==> src/rtl/uart_frame_decoder.sv <==
// Reassembles the two-byte {id, sin_index} UART frame, filters by module ID,
// range-checks the index and drops a half frame after an inter-byte timeout.
module uart_frame_decoder #(
  parameter logic [3:0]  MODULE_ID      = 4'h1,
  parameter logic [3:0]  BROADCAST_ID   = 4'hF,
  parameter int unsigned TABLE_LEN      = 3072,
  parameter int unsigned TIMEOUT_CYCLES = 2400
) (
  input  logic        clk,
  input  logic        reset,
  input  logic [7:0]  rx_byte,
  input  logic        rx_done,
  input  logic        rx_parity_error,
  output logic [11:0] sin_index,
  output logic [3:0]  frame_id,
  output logic        frame_valid,
  output logic        busy,
  output logic        frame_error,
  output logic [1:0]  error_code,
  output logic [7:0]  error_count
);

  localparam int CW = (TIMEOUT_CYCLES > 1) ? $clog2(TIMEOUT_CYCLES) : 1;
  localparam logic [CW-1:0] CNT_LAST = CW'(TIMEOUT_CYCLES - 1);

  localparam logic [1:0] ERR_PARITY  = 2'b01;
  localparam logic [1:0] ERR_TIMEOUT = 2'b10;
  localparam logic [1:0] ERR_RANGE   = 2'b11;

  typedef enum logic [0:0] {
    WAIT_HI = 1'b0,
    WAIT_LO = 1'b1
  } state_t;

  state_t      state_q, state_d;
  logic [7:0]  hi_q, hi_d;
  logic [CW-1:0] cnt_q, cnt_d;
  logic [11:0] sin_index_q, sin_index_d;
  logic [3:0]  frame_id_q, frame_id_d;
  logic        frame_valid_q, frame_valid_d;
  logic        busy_q, busy_d;
  logic        frame_error_q, frame_error_d;
  logic [1:0]  error_code_q, error_code_d;
  logic [7:0]  error_count_q, error_count_d;

  logic [11:0] idx_s;
  logic [3:0]  id_s;
  logic        err_raise_s;

  assign idx_s = {hi_q[3:0], rx_byte};
  assign id_s  = hi_q[7:4];

  // Next-state, frame assembly and error classification.
  always_comb begin
    state_d       = state_q;
    hi_d          = hi_q;
    cnt_d         = cnt_q;
    sin_index_d   = sin_index_q;
    frame_id_d    = frame_id_q;
    frame_valid_d = 1'b0;
    error_code_d  = error_code_q;
    err_raise_s   = 1'b0;

    case (state_q)
      WAIT_HI: begin
        if (rx_done && rx_parity_error) begin
          err_raise_s  = 1'b1;
          error_code_d = ERR_PARITY;
        end else if (rx_done) begin
          hi_d    = rx_byte;
          cnt_d   = '0;
          state_d = WAIT_LO;
        end else begin
          state_d = WAIT_HI;
        end
      end
      WAIT_LO: begin
        if (rx_done) begin
          // A byte in the expiry cycle still completes the frame.
          state_d = WAIT_HI;
          cnt_d   = '0;
          if (rx_parity_error) begin
            err_raise_s  = 1'b1;
            error_code_d = ERR_PARITY;
          end else if ((id_s != MODULE_ID) && (id_s != BROADCAST_ID)) begin
            frame_valid_d = 1'b0;
          end else if (32'(idx_s) >= TABLE_LEN) begin
            err_raise_s  = 1'b1;
            error_code_d = ERR_RANGE;
          end else begin
            sin_index_d   = idx_s;
            frame_id_d    = id_s;
            frame_valid_d = 1'b1;
          end
        end else if (cnt_q == CNT_LAST) begin
          err_raise_s  = 1'b1;
          error_code_d = ERR_TIMEOUT;
          cnt_d        = '0;
          state_d      = WAIT_HI;
        end else begin
          cnt_d = cnt_q + CW'(1);
        end
      end
      default: begin
        state_d = WAIT_HI;
        cnt_d   = '0;
      end
    endcase

    frame_error_d = err_raise_s;
    if (err_raise_s && (error_count_q != 8'hFF)) begin
      error_count_d = error_count_q + 8'd1;
    end else begin
      error_count_d = error_count_q;
    end
    busy_d = (state_d == WAIT_LO);
  end

  // State and output registers.
  always_ff @(posedge clk) begin
    if (reset) begin
      state_q       <= WAIT_HI;
      hi_q          <= 8'h00;
      cnt_q         <= '0;
      sin_index_q   <= 12'h000;
      frame_id_q    <= 4'h0;
      frame_valid_q <= 1'b0;
      busy_q        <= 1'b0;
      frame_error_q <= 1'b0;
      error_code_q  <= 2'b00;
      error_count_q <= 8'h00;
    end else begin
      state_q       <= state_d;
      hi_q          <= hi_d;
      cnt_q         <= cnt_d;
      sin_index_q   <= sin_index_d;
      frame_id_q    <= frame_id_d;
      frame_valid_q <= frame_valid_d;
      busy_q        <= busy_d;
      frame_error_q <= frame_error_d;
      error_code_q  <= error_code_d;
      error_count_q <= error_count_d;
    end
  end

  assign sin_index   = sin_index_q;
  assign frame_id    = frame_id_q;
  assign frame_valid = frame_valid_q;
  assign busy        = busy_q;
  assign frame_error = frame_error_q;
  assign error_code  = error_code_q;
  assign error_count = error_count_q;

endmodule

==> config.mk <==
export PLATFORM = sky130hd
export DESIGN_NAME = uart_frame_decoder
export DESIGN_NICKNAME = d
export VERILOG_FILES = /design/src/rtl/uart_frame_decoder.sv
export SDC_FILE = /design/constraint.sdc
export NUM_CORES = 1
export LEC_CHECK = 0
export ABC_AREA = 0
export ABC_CLOCK_PERIOD_IN_PS = 2400
export BUFFER_PORTS_ARGS = -buffer_cell sky130_fd_sc_hd__clkbuf_2
export CAP_MARGIN = 0
export CORE_MARGIN = 2
export CORE_UTILIZATION = 23
export CTS_CLUSTER_DIAMETER = 40
export DETAILED_ROUTE_END_ITERATION = 7
export MAX_ROUTING_LAYER = met4
export SLEW_MARGIN = 10
export SYNTH_ARGS = -nofsm -noshare
export SYNTH_HDL_FRONTEND = slang
export SYNTH_SLANG_ARGS = --single-unit
export TNS_END_PERCENT = 5
==> constraint.sdc <==
create_clock -name clk -period 2.4 [get_ports clk]
set_input_delay 0.6 -clock clk [delete_from_list [all_inputs] [get_ports clk]]
set_output_delay 0.6 -clock clk [all_outputs]
set_load 0.05 [all_outputs]
==> results.json, run 1 <==
{
  "fin_tns_setup_ns": 0,
  "internal_power_uw": 1104,
  "cap_violations": 0,
  "num-nets-final": 285,
  "diodes": 0,
  "grt_pass1_vias": 1659,
  "startpoint": "cnt_q[0]$_SDFFE_PP0P_",
  "syn_area_per_cell_um2": 8.983,
  "ys_ff_latch": 49,
  "worst-endpoint-arrival_ns": 2.29,
  "cts_tree": "built",
  "setup_viol": 0,
  "required_ns": 2.64,
  "synth_fp_nets": 242,
  "worst_pin_slew_ns": 0.5594,
  "clk_latency_ns": 0.31,
  "ys_seq_area_share_pct": 47.89,
  "fin_crit_sh_pct": 85.64,
  "io_buffers": 40,
  "drt-vias-per-instance": 4.561,
  "cp-end-kind": "register",
  "overflow": 0,
  "pin_count": 41,
  "rr_endpoint": "error_count[7]$_SDFFE_PP0P_",
  "cts_root_buf": "clkbuf_8",
  "vdd_ir_drop_max_uv": 306.0,
  "placedInstanceArea_um2": 2422,
  "num_vias": 1733,
  "max_freq_ghz": 0.4865,
  "synth-xor-area-share_pct": 2.566,
  "worstSetupPathType": "reg -> reg",
  "drt-initial-drc-count": 101,
  "timing.rr.start": "cnt_q[0]$_SDFFE_PP0P_",
  "htree_levels": 2,
  "holdBufCountCts": 0,
  "track_usage_pct": 10.15,
  "area_growth_pct": 23.15,
  "postCtsSetupBuffers": 0,
  "power.share.switching_pct": 26.15,
  "dieWidth_um": 98.37,
  "status": "complete, no violations",
  "clock_sinks": 49,
  "dr.pass1.iters": 4,
  "synth-compound-area-share_pct": 15.52,
  "maxSlewHeadroom_pct": 62.42,
  "nFillCells": 963,
  "globalplace.congestion": 0.8587,
  "rr_worst_depth": 6,
  "muxShareOfSynthArea_pct": 8.797,
  "synthSimpleGateAreaFrac_pct": 21.87,
  "drc": 0,
  "drtAntennaViolNets": 0,
  "crit_path_end": "error_count[7]$_SDFFE_PP0P_",
  "die_area_um2": 9676,
  "clock_path_buffers": 2,
  "hold_viol_final": 0,
  "core-area_um2": 8678,
  "antenna_found_initial": 0,
  "yosys.area.top_type_share_pct": 47.89,
  "p_leak_uw": 0.0009148,
  "p_sw_uw": 391.1,
  "dp_hpwl_mm": 3.325,
  "hp-class": "reg -> reg",
  "grt_pass1_wl_mm": 7.797,
  "final-max-slew-violation-count": 0,
  "clkPwrFrac_pct": 35.8,
  "synth_fa_ha_area_share_pct": 1.222,
  "synthDistinctLibCells": 40,
  "synth.largest_area_cell": "dfxtp_1",
  "p_comb_share_pct": 8.0,
  "grt_max_degree": 30,
  "ys_async_sr_fraction_pct": 0,
  "final_common_cell": "dfxtp_1",
  "fp.dieH_um": 98.37,
  "finClkSkew_ns": 0.01121,
  "pwr-share-seq_pct": 56.2,
  "period_minus_slack_ns": 2.055,
  "synth_edf_count": 0,
  "cp_max_fo": 7,
  "synth_top_family_by_area": "simple AND/OR/NAND/NOR gates",
  "wire_per_inst_um": 12.00,
  "ys.warnings.count": 0,
  "final_area_um2": 2522,
  "synth_area_um2": 2048,
  "r2r_setup_slack_ns": 0.34,
  "synthTopCellsByArea": "dfxtp_1 (48%), mux2i_1 (8.8%), nor2_1 (7.1%)",
  "synthCells": 228,
  "wl_mm": 4.561,
  "drive_gt1_share_pct": 22.79,
  "cts_made_buffers": 5,
  "cts_resized": 0,
  "layout_common_cells": "dfxtp_1 (49), clkbuf_2 (40), nor2_1 (39)",
  "initial_core_util_pct": 23.60,
  "path_clk_slew_ns": 0.10,
  "synth_ff_type": "dfxtp_1",
  "start_kind": "register",
  "rsz0062_at_grt": "false",
  "num_rows": 34,
  "power_density_nw_per_um2": 592.8
}
flip-flops by register name, indices dropped and copies added, names as in the netlist:
signal,flops
frame_id,4
cnt_q,12
frame_valid,1
busy,1
error_count,8
hi_q,8
frame_error,1
sin_index,12
error_code,2
final cells by class:
class	instances	area, um2	area share (%)
Timing Repair Buffer	45	262.8	10.42
Multi-Input combinational cell	168	1036	41.07
Clock inverter	2	17.52	0.6944
Tap cell	108	135.1	5.357
Inverter	2	7.507	0.2976
Clock buffer	6	82.58	3.274
Sequential cell	49	980.9	38.89
layer usage:
| layer | GRT usage, % | vias to the layer above | part of all wire, % | wire length (um) |
|---|---|---|---|---|
| li1 | - | 891 | - | - |
| met1 | 11.96 | 809 | 47 | 2131 |
| met2 | 16.90 | 29 | 48 | 2170 |
| met3 | 2.935 | 4 | 4.8 | 219 |
| met4 | 2.845 | 0 | 0.88 | 40 |
| met5 | - | - | 0 | 0 |
critical path: stages (launching register included):
cell and delay [ns]:
dfxtp_1 0.38, ha_1 0.20, nand4_1 0.21, o31ai_4 0.45, o21ai_1 0.22, or3_1 0.38
a21oi_1 0.13
kinds of logic (layout without fill, tap and decap cells):
family / count (synthesis) / count (layout)
compound gates: 48 / 48
xor+xnor: 6 / 6
fa+ha+maj: 2 / 2
buf+inv: 11 / 55
flops: 49 / 49
mux: 18 / 18
simple gates: 94 / 94
power groups by stage:
| stage | registers [uW] | clock network [uW] | logic (uW) |
|---|---|---|---|
| final | 841 | 535 | 119 |
| after detailed placement | 860 | 0 | 121 |
| after global routing | 844 | 581 | 133 |
| after floorplan | 878 | 0 | 58.0 |
| after CTS | 841 | 551 | 121 |
| after global placement | 860 | 0 | 119 |
synth_stat cells (2+ instances only):
cell and count:
o21ai_0 13, buf_2 2, nor2_1 39, inv_1 2
or3_1 7, ha_1 2, nand3_1 8, o211ai_1 2
nor3_1 4, nor2b_1 3, nand2_1 20, mux2i_1 18
nand2b_1 3, a41oi_1 2, a311oi_1 3, clkbuf_1 6
dfxtp_1 49, xor2_1 5, a211oi_1 3, a21oi_1 17
worst min path at each step:
stage	from	cells past startpoint	to
6_report	error_code[1]$_SDFFE_PP0P_	2	error_code[1]$_SDFFE_PP0P_
3_3_place_gp	frame_id[0]$_SDFFE_PP0P_	2	frame_id[0]$_SDFFE_PP0P_
2_1_floorplan	cnt_q[11]$_SDFFE_PP0P_	1	cnt_q[11]$_SDFFE_PP0P_
4_1_cts	error_code[1]$_SDFFE_PP0P_	2	error_code[1]$_SDFFE_PP0P_
5_1_grt	cnt_q[11]$_SDFFE_PP0P_	1	cnt_q[11]$_SDFFE_PP0P_
3_5_place_dp	frame_id[0]$_SDFFE_PP0P_	2	frame_id[0]$_SDFFE_PP0P_
per-stage QoR:
step / power [uW] / hold slack (ns) / util [%] / setup slack (ns) / cells
after floorplan: 935.9 / 0.4505 / - / 0.4063 / 228
after global placement: 978.9 / 0.4530 / 27.91 / 0.3312 / 372
after detailed placement: 981.0 / 0.4620 / 27.91 / 0.3047 / 372
after CTS: 1514 / 0.4795 / 29.07 / 0.3265 / 380
after global routing: 1557 / 0.5073 / 29.07 / 0.1276 / 380
final: 1495 / 0.4824 / 29.07 / 0.3446 / 380
Note: power is estimated with default switching activity, not from simulation.
==> run 2: changes to the inputs <==
--- a/config.mk
+++ b/config.mk
@@ -9,11 +9,14 @@
 export ABC_CLOCK_PERIOD_IN_PS = 2400
 export BUFFER_PORTS_ARGS = -buffer_cell sky130_fd_sc_hd__clkbuf_2
 export CAP_MARGIN = 0
+export CELL_PAD_IN_SITES_DETAIL_PLACEMENT = 1
+export CELL_PAD_IN_SITES_GLOBAL_PLACEMENT = 1
 export CORE_MARGIN = 2
 export CORE_UTILIZATION = 23
 export CTS_CLUSTER_DIAMETER = 40
 export DETAILED_ROUTE_END_ITERATION = 7
 export MAX_ROUTING_LAYER = met4
+export PLACE_DENSITY_LB_ADDON = 0.1
 export SLEW_MARGIN = 10
 export SYNTH_ARGS = -nofsm -noshare
 export SYNTH_HDL_FRONTEND = slang
==> run 2 against run 1 <==
Against the previous run:
- first-iteration DRC count down 52%
- combinational power about the same
- setup slack worse by 0.10 ns
- critical endpoint unchanged
- largest power group unchanged
- highest routed layer unchanged
==> results.json, run 2 (synthesis gave the netlist of run 1 again) <==
{
  "status": "complete, no violations",
  "layout_common_cells": "dfxtp_1 (49), clkbuf_2 (40), nor2_1 (39)",
  "setup_viol": 0,
  "grt-busiest-layer": "met2",
  "slowest_delay_ns": 0.49,
  "num_vias": 1739,
  "grt_pass1_wl_mm": 8.990,
  "vdd_ir_drop_max_uv": 178.1,
  "finClkSkew_ns": 0.009737,
  "holdWs_ns": 0.4795,
  "clk_latency_ns": 0.31,
  "clock_path_buffers": 2,
  "io_buffers": 40,
  "use_met3_pct": 2.362,
  "grt_util_met1_pct": 15.32,
  "dr.pass1.iters": 3,
  "overflow": 0,
  "p_leak_uw": 0.0009049,
  "path_clk_slew_ns": 0.10,
  "max_freq_ghz": 0.4633,
  "wire_per_inst_um": 13.92,
  "cts_root_buf": "clkbuf_8",
  "cp_slowest_cell": "o31ai_4",
  "drive_gt1_share_pct": 23.08,
  "wl_mm": 5.304,
  "hp-class": "reg -> reg",
  "pin_count": 41,
  "dieWidth_um": 98.37,
  "holdBufCountCts": 0,
  "num_rows": 34,
  "clock_sinks": 49,
  "area_growth_pct": 22.66,
  "track_usage_pct": 11.80,
  "required_ns": 2.64,
  "cts_resized": 0,
  "drc": 0,
  "final-max-slew-violation-count": 0,
  "final_core_util_pct": 28.95,
  "power_density_nw_per_um2": 593.7,
  "rsz0062_at_grt": "false",
  "grt_max_degree": 29,
  "worst-endpoint-arrival_ns": 2.40,
  "drt-initial-drc-count": 48,
  "start_kind": "register",
  "cap_violations": 0,
  "fin_tns_setup_ns": 0,
  "core-area_um2": 8678,
  "grt_pass1_vias": 1771,
  "cts_tree": "built",
  "maxSlewHeadroom_pct": 57.42,
  "fin_crit_sh_pct": 89.93,
  "cp_max_fo": 7,
  "period_minus_slack_ns": 2.158,
  "worst_pin_slew_ns": 0.6387,
  "antenna_found_initial": 0,
  "drtAntennaViolNets": 0,
  "initial_core_util_pct": 23.60,
  "fp.dieH_um": 98.37,
  "final_common_cell": "dfxtp_1",
  "cts_made_buffers": 5,
  "cp-end-kind": "register",
  "diodes": 0,
  "num-nets-final": 286,
  "use_met2_pct": 18.94,
  "hold_viol_final": 0,
  "htree_levels": 2,
  "postCtsSetupBuffers": 0,
  "die_area_um2": 9676,
  "worstSetupPathType": "reg -> reg",
  "drt-vias-per-instance": 4.564,
  "dp_hpwl_mm": 3.811,
  "path_cells": "ha_1, nand4_1, o31ai_4, o21ai_1, or3_1, a21oi_1",
  "globalplace.congestion": 0.7050
}
[run 2: changes by cell type in the layout (fill, tap and decap cells not counted)]
| cell | delta |
|---|---|
| clkinv_4 | -1 |
| clkinvlp_4 | +2 |
| buf_12 | -1 |
| buf_4 | +2 |
| inv_8 | +1 |
| clkbuf_8 | -1 |
| inv_6 | -1 |
[run 2: power by group]
| part | switching [uW] | internal (uW) |
|---|---|---|
| combinational | 83.4 | 37.6 |
| clock | 316 | 213 |
| sequential | 15.0 | 826 |
| total | 415 | 1080 |
[run 2: through the flow]
step / cells / total power (uW) / setup WS, ns / instance area, um2
detailed placement: 373 / 985.7 / 0.2565 / 2417
global route: 381 / 1575 / 0.08045 / 2512
floorplan: 228 / 935.9 / 0.4063 / 2048
global placement: 373 / 985.3 / 0.3289 / 2417
CTS: 381 / 1526 / 0.2177 / 2512
finish: 381 / 1492 / 0.2416 / 2512
[run 2: critical path, delay by kind of cell (launching register included)]
| kind | cells | cell delay (ns) |
|---|---|---|
| AO/OA/AOI/OAI | 3 | 0.87 |
| AND/OR/NAND/NOR | 2 | 0.62 |
| flip-flops | 1 | 0.39 |
| adder cells (fa/ha/maj) | 1 | 0.21 |
[run 2: area by class of cell]
cell class	instances	area, um2
sequential	49	980.9
fill	1069	6166
tap	108	135.1
inverter	2	7.507
timing repair buffer	46	257.7
clock inverter	3	26.28
multi-input combinational	168	1036
clock buffer	5	68.82
[run 2: path summary, 6_finish.rpt]
path / from / endpoint / slack (ns) / depth (start not counted)
setup reg to reg: cnt_q[0]$_SDFFE_PP0P_ / error_count[7]$_SDFFE_PP0P_ / 0.24 / 6
hold reg to reg: error_code[0]$_SDFFE_PP0P_ / error_code[0]$_SDFFE_PP0P_ / 0.48 / 2
hold / removal: error_code[0]$_SDFFE_PP0P_ / error_code[0]$_SDFFE_PP0P_ / 0.48 / 2
setup / recovery: cnt_q[0]$_SDFFE_PP0P_ / error_count[7]$_SDFFE_PP0P_ / 0.24 / 6
[run 2: routing by layer]
layer	share of wire [%]	wire length, um
met1	50	2659
met2	46	2442
met3	3.3	176
met4	0.47	25
met5	0	0
